File: config.mk
export PLATFORM = sky130hd
export DESIGN_NAME = wave_capture_ctrl
export DESIGN_NICKNAME = d
export VERILOG_FILES = /design/src/rtl/wave_pkg.sv /design/src/rtl/wave_trigger_detect.sv /design/src/rtl/wave_capture_ctrl.sv
export SDC_FILE = /design/constraint.sdc
export NUM_CORES = 1
export LEC_CHECK = 0
export ABC_AREA = 1
export BUFFER_PORTS_ARGS = -buffer_cell sky130_fd_sc_hd__buf_2
export CORE_ASPECT_RATIO = 0.5
export CORE_UTILIZATION = 25
export DETAILED_ROUTE_END_ITERATION = 16
export SLEW_MARGIN = 20
export SYNTH_ARGS = -nofsm -noshare
export SYNTH_HDL_FRONTEND = slang
export SYNTH_SLANG_ARGS = --single-unit
File: constraint.sdc
create_clock -name clk -period 1.1 [get_ports clk]
set_input_delay 0.22 -clock clk [delete_from_list [all_inputs] [get_ports clk]]
set_output_delay 0.22 -clock clk [all_outputs]
set_load 0.02 [all_outputs]
File: src/rtl/wave_pkg.sv
// Shared types, sizes and helpers for the waveform capture path.
// Optional feature macro used by this slice: WAVE_CAPTURE_AUTOTRIG_EN.
package wave_pkg;

  localparam int WAVE_SAMPLES     = 256;
  localparam int WAVE_ADDR_WIDTH  = 9;
  localparam int WAVE_VALUE_WIDTH = 8;

  typedef enum logic [1:0] {
    ST_ARMED  = 2'd0,
    ST_ACTIVE = 2'd1,
    ST_WAIT   = 2'd2
  } wave_state_t;

  // Signed 16-bit sample -> 8-bit offset-binary display value (top byte, sign flipped).
  function automatic logic [WAVE_VALUE_WIDTH-1:0] to_offset_binary(input logic [15:0] sample);
    return {~sample[15], sample[14:8]};
  endfunction

endpackage

File: src/rtl/wave_trigger_detect.sv
// Positive-going zero-crossing detector for the capture controller.
// With WAVE_CAPTURE_AUTOTRIG_EN defined, an ARMED period that sees no
// crossing is ended by a forced trigger after AUTOTRIG_SAMPLES misses.
module wave_trigger_detect
  import wave_pkg::*;
#(
  parameter int AUTOTRIG_SAMPLES = 1024
) (
  input  logic clk,
  input  logic reset,
  input  logic new_sample_ready,
  input  logic sample_sign,
  input  logic armed,
  output logic trigger
);

  logic prev_neg;
  logic crossing;

  // Sign of the most recent sample, tracked on every strobe regardless of state.
  always_ff @(posedge clk) begin
    if (reset)                 prev_neg <= 1'b0;
    else if (new_sample_ready) prev_neg <= sample_sign;
  end

  assign crossing = prev_neg & ~sample_sign;

`ifdef WAVE_CAPTURE_AUTOTRIG_EN
  localparam int CNT_W = $clog2(AUTOTRIG_SAMPLES + 1);

  logic [CNT_W-1:0] auto_count;
  logic             auto_fire;

  // Once AUTOTRIG_SAMPLES strobes have missed, the following strobe fires.
  assign auto_fire = (auto_count == CNT_W'(AUTOTRIG_SAMPLES));
  assign trigger   = armed & new_sample_ready & (crossing | auto_fire);

  // Count non-triggering ARMED strobes; cleared whenever the FSM is not ARMED.
  always_ff @(posedge clk) begin
    if (reset || !armed || trigger) auto_count <= '0;
    else if (new_sample_ready)      auto_count <= auto_count + 1'b1;
  end
`else
  assign trigger = armed & new_sample_ready & crossing;
`endif

endmodule

File: src/rtl/wave_capture_ctrl.sv
// Write-side controller for the double-buffered 512x8 waveform RAM.
// Captures 256 samples after a trigger into the half not being displayed,
// then flips read_index during display blanking.
// Optional feature macro: WAVE_CAPTURE_AUTOTRIG_EN (forced trigger after
// AUTOTRIG_SAMPLES strobes without a crossing).
//
// state     | meaning
// ST_ARMED  | waiting for a positive-going zero crossing
// ST_ACTIVE | writing samples 1..255 of the trace
// ST_WAIT   | trace complete, waiting for blanking to flip halves
module wave_capture_ctrl
  import wave_pkg::*;
#(
  parameter int AUTOTRIG_SAMPLES = 1024
) (
  input  logic                        clk,
  input  logic                        reset,
  input  logic                        new_sample_ready,
  input  logic [15:0]                 new_sample_in,
  input  logic                        wave_display_idle,
  output logic                        write_enable,
  output logic [WAVE_ADDR_WIDTH-1:0]  write_address,
  output logic [WAVE_VALUE_WIDTH-1:0] write_sample,
  output logic                        read_index
);

  localparam logic [7:0] LAST_INDEX = 8'(WAVE_SAMPLES - 1);

  wave_state_t state, state_next;
  logic [7:0]  index;
  logic [7:0]  write_slot;
  logic        trigger;
  logic        armed;
  logic        capture_write;
  logic        last_write;
  logic        flip;

  wave_trigger_detect #(
    .AUTOTRIG_SAMPLES (AUTOTRIG_SAMPLES)
  ) u_trigger (
    .clk              (clk),
    .reset            (reset),
    .new_sample_ready (new_sample_ready),
    .sample_sign      (new_sample_in[15]),
    .armed            (armed),
    .trigger          (trigger)
  );

  // State register.
  always_ff @(posedge clk) begin
    if (reset) state <= ST_ARMED;
    else       state <= state_next;
  end

  // Next-state logic.
  always_comb begin
    state_next = state;
    case (state)
      ST_ARMED:  if (trigger)    state_next = ST_ACTIVE;
      ST_ACTIVE: if (last_write) state_next = ST_WAIT;
      ST_WAIT:   if (flip)       state_next = ST_ARMED;
      default:                   state_next = ST_ARMED;
    endcase
  end

  // Per-state decodes feeding the datapath registers.
  always_comb begin
    armed         = 1'b0;
    capture_write = 1'b0;
    last_write    = 1'b0;
    flip          = 1'b0;
    write_slot    = index;
    case (state)
      ST_ARMED: begin
        armed         = 1'b1;
        capture_write = trigger;
        write_slot    = 8'd0;
      end
      ST_ACTIVE: begin
        capture_write = new_sample_ready;
        last_write    = new_sample_ready && (index == LAST_INDEX);
      end
      ST_WAIT: begin
        flip = wave_display_idle;
      end
      default: ;
    endcase
  end

  // Trace index: 1 after the trigger write, advances per ACTIVE write, 0 elsewhere.
  always_ff @(posedge clk) begin
    if (reset)                     index <= 8'd0;
    else if (armed && trigger)     index <= 8'd1;
    else if (state == ST_ACTIVE) begin
      if (new_sample_ready)        index <= index + 8'd1;
    end
    else                           index <= 8'd0;
  end

  // Display half select, flipped only on WAIT exit.
  always_ff @(posedge clk) begin
    if (reset)     read_index <= 1'b0;
    else if (flip) read_index <= ~read_index;
  end

  // Registered RAM write port; address and data hold between writes.
  always_ff @(posedge clk) begin
    if (reset) begin
      write_enable  <= 1'b0;
      write_address <= '0;
      write_sample  <= '0;
    end else begin
      write_enable <= capture_write;
      if (capture_write) begin
        write_address <= {~read_index, write_slot};
        write_sample  <= to_offset_binary(new_sample_in);
      end
    end
  end

endmodule

# Word level (Yosys, flattened, before mapping)
# Index checks and enable logic that the tools add are counted.
# Widths: inputs -> output; s select.
# totals
regBits	30
latchBits	0
ramBits	0
rom_bits	0
inputBits	20
output_inout_bits	19
wordCells	39
mem_count	0
# classes
n_addsub	1
multipliers	0
n_div	0
order_cmp	0
eq_ne	7
shift	0
muxes	12
n_bitwise	6
n_reduce_logical	5
# ops
cell	count
$add 8x1->8 const B	1
$eq 8x8->1 const B	1
$mux 8	1
$mux 1	6
$mux 2	3
$ne 2x2->1 const B	3
$pmux 2 s3	1
$and 1x1->1	3
$ne 3x3->1 const B	1
$not 1->1	3
$reduce_and 3->1	1
$reduce_or 3->1	1
$eq 2x1->1 const B	1
$eq 2x2->1 const B	1
$logic_and 1x1->1	2
$logic_not 2->1	1
$pmux 1 s2	1

# Longest topological paths before layout
# depth
word_depth	6
mapped_depth	9
ltp_nobuf	7

# By module
# Synthesis repeated with hierarchy kept, for this count alone.
# unflattened
cells_unflattened	166
area_unflattened_um2	1275.0
# by_module_without_submodules
mod	instances	cells_each	area_per_inst_um2	seq_area_each_um2
wave_capture_ctrl	1	157	1217.4	580.6
wave_trigger_detect	1	9	57.6	20.0

# Least setup slack after synthesis
# Ideal clock, no wire load.
# synth_timing
path_kind	register to register
from	reg state[1]
to	reg write_sample[6]
setup_time_ns	0.139
arrival_ns	1.025
required_time_ns	0.961
path_slack_ns	-0.064
path_stages_with_launch	8
path_cell_list	dfxtp_1 > nor2_1 > nand3_4 > nand2_4 > inv_4 > buf_8 > nand2_1 > a21oi_2
# synth_between
elab_chain_len	5
elab_cells_between_ends	6
# synth_rtl
item	line_no	rtl
start: declaration	wave_capture_ctrl.sv:29	wave_state_t state, state_next;
start signal: assignment	wave_capture_ctrl.sv:52	else state <= state_next;
$logic_not 2->1	wave_capture_ctrl.sv:73	case (state)
$mux 1	wave_capture_ctrl.sv:73	
$and 1x1->1 (2 in a row)	wave_trigger_detect.sv:44	assign trigger = armed & new_sample_ready & crossing;
$pmux 1 s2 *	wave_capture_ctrl.sv:73	
end signal: assignment	wave_capture_ctrl.sv:116	write_sample <= to_offset_binary(new_sample_in);
end: declaration	wave_capture_ctrl.sv:23	output logic [WAVE_VALUE_WIDTH-1:0] write_sample,
# Mark *: on every way between the ends. The rest lies on a longest branch, timed or not.
# A chain may end at the register's enable or synchronous reset.

# Final worst setup path
# layout_timing
from	reg state[0]
to	reg write_sample[6]
# The elaborated chain is that of the path after synthesis.

==> results.md <==
- Syn avg cell area: 8.39 µm²
- Final Worst Setup Slack: -34.5 ps
- Worst Path Required: 1310 ps
- Min Tclk post-route: 1130 ps
- Hold Vio Cnt, Final: 0
- CORE AREA: 5070 µm²
- Worst path most repeated cell: nand2_4
- Total power: 2.26 mW
- WL/cell: 10.2 µm
- RSZ-0062 raised after global routing: true
- DRT Pass-1 Iters: 4
- Clock power frac: 0.409
- Width of the chip: 106 µm
- Final ANT Viol Nets: 0
- Max-slew violation count: 0
- H-tree depth: 2
- Clock slew at reported path FFs: 70 ps
- Reg power frac: 0.495
- Lkg Pwr: 0.775 nW
- Post-synth EDFFs: 0
- # DRC: 0
- Pwr Density: 1190 nW/µm²
- GP Congestion: 0.797
- CP endpoint kind: flip-flop
- Failing checks: negative setup slack
- Vias/cell: 4.06
- Fin crit share: 1.03
- Drt total wl: 2.90 mm
- Status: complete, but fails checks
- Clk sink count: 30
- Warnings from Yosys: 0
- Synthesized Nets: 182
- Layout Skew: 4.97 ps
- Slew headroom: 0.844
- Tightest Pin Transition: 234 ps
- Combinational power share: 0.097
- Vias in the first global route: 981
- Met2 Use GR: 0.172
- Row Count: 18
- Max stage delay on crit path: 340 ps
- Post-Synthesis Cells: 161
- Seq/Total Area, Yosys: 0.444
- Share of layout cells above drive strength 1: 0.549
- Post-synth top cells: 37 x nand2_1, 30 x dfxtp_1, 15 x a21oi_2, 15 x nand2_2, 13 x nor2_1
- Syn Std Cell Area: 1350 µm²
- Most frequent cell after synthesis: nand2_1
- Area growth syn-to-layout: 40.5%
- Sum of negative setup slack: -190 ps
- Worst Path Arrival: 1340 ps
- CP Launch Type: flip-flop
- Post-synth cell types: 29
- Pint: 1.70 mW
- Die Footprint: 5720 µm²
- Hold Crit Class: input port to flip-flop
- Antenna cell count: 0
- Largest net degree at the start of global routing: 17
- Final setup fails: 12
- Hold_buf cts: 0
- Largest area contributor in the netlist: dfxtp_1
- Initial antenna violation count: 0
- Total number of vias: 1,156
- Fill count: 530
- Dpl cell area: 1680 µm²
- Initial DRC count: 41
- Root Driver: clkbuf_8
- Post-Place Cells: 274
- Clock buffer depth: 2
- Non-filler instance count after layout: 285
- Switching Share: 0.248
- Post-synth ARST share: 0
- Share of Yosys cell area claimed by the top area cell type: 0.444
- Final Cell Area: 1900 µm²
- CTS tree: yes
- Most used routing layer: met2
- Met3 usage: 0.0303
- CTS Buf Count: 5
- First-pass GRT wire length: 4.60 mm
- Post-DP HPWL: 2.05 mm
- Height of the die: 54.0 µm
- Max IR drop VDD: 0.458 mV
- Largest cells by area after synthesis: dfxtp_1 44%, nand2_1 10%, a21oi_2 9.7%
- Total track usage: 0.106
- Final net count: 235
- Cell Chain, Critical Path: inv_2 > nor2_4 > nand2_4 > nand2_8 > buf_6 > nand2_4 > a21oi_2
- CP Max Fanout: 5
- M1 GR Usage: 0.140
- #FFs+latches synth: 30
- Starting Density: 0.267
- Slowest cell on crit path: dfxtp_2
- I/O pin count: 39
- Net switching power: 560 µW
- Max Cap Violations: 0
- CP Class: flip-flop to flip-flop
- GRT Residual Overflow: 0
- Port bufs: 30
- Latest clock arrival within the worst-skew pair: 280 ps
- Main synth FF type: dfxtp_1
- Fmax: 881 MHz
[cells in the final DEF, fill, tap and decap left out, drive strengths merged, types with 2 or more instances in the layout]
| cell | instances |
|---|---|
| nand3 | 5 |
| clkbuf | 7 |
| nor2 | 15 |
| nand3b | 2 |
| o21ai | 5 |
| dfxtp | 30 |
| a21oi | 22 |
| nor3 | 2 |
| xor2 | 2 |
| nand2 | 54 |
| inv | 14 |
| buf | 50 |
[cell type report]
type | count | area (µm²) | area share
sequential | 30 | 606 | 0.319
timing repair buffer | 50 | 315 | 0.166
clock inverter | 1 | 5.00 | 0.00264
multi-input combinational | 112 | 728 | 0.384
inverter | 15 | 70.1 | 0.0369
clock buffer | 7 | 86.3 | 0.0455
tap | 70 | 87.6 | 0.0461
[path summary, 6_finish.rpt]
kind	from	slack, ps	to	depth (start not counted)
hold / removal	new_sample_in[10]	190	write_sample[2]	3
hold reg to reg	write_address[7]	460	write_address[7]	2
setup reg to reg	state[0]	-30	write_sample[6]	7
setup / recovery	state[0]	-30	write_sample[6]	7
[registers in the layout (all words and copies together), names as in the netlist]
register,cells
write_address,9
state,2
u_trigger.prev_neg,1
write_enable,1
read_index,1
write_sample,8
index,8
[through the flow]
stage,util,hold slack [ps],worst slack [ps]
2_1_floorplan,-,359,-0.418
3_3_place_gp,0.332,453,-99.2
3_5_place_dp,0.332,454,-118
4_1_cts,0.368,187,-71.6
5_1_grt,0.375,181,-117
6_report,0.375,187,-34.5
[kinds of logic after synthesis]
| group | Yosys count | synth area share |
|---|---|---|
| fa+ha+maj | 1 | 0.00926 |
| buf+inv | 20 | 0.0861 |
| compound gates | 29 | 0.156 |
| xor+xnor | 3 | 0.0194 |
| flops | 30 | 0.444 |
| simple gates | 78 | 0.284 |
[routing by layer]
| metal | vias up | wire length (µm) |
|---|---|---|
| met5 | - | 0 |
| met4 | 0 | 34 |
| met3 | 4 | 79 |
| met2 | 12 | 1360 |
| met1 | 523 | 1420 |
| li1 | 617 | - |
[worst max-delay path: cells and delay by family (launching register included)]
family / cells / cell delay [ps]
compound gates: 1 / 110
buf+inv: 2 / 180
flops: 1 / 340
simple gates: 4 / 440
[timing repair]
action,CTS,global route
setup endpoints to repair,24,26
buffers inserted,3,0
gates resized for setup,19,12
pin swaps,14,19
cloned,1,0
[power by group through the flow]
stage / sequential [mW] / clock (mW) / combinational, mW
final: 1.12 / 0.923 / 0.218
after floorplan: 1.16 / 0 / 0.107
after global routing: 1.12 / 1.03 / 0.237
after detailed placement: 1.14 / 0 / 0.195
after CTS: 1.12 / 0.943 / 0.212
after global placement: 1.14 / 0 / 0.193
Note: power is estimated with default switching activity, not from simulation.
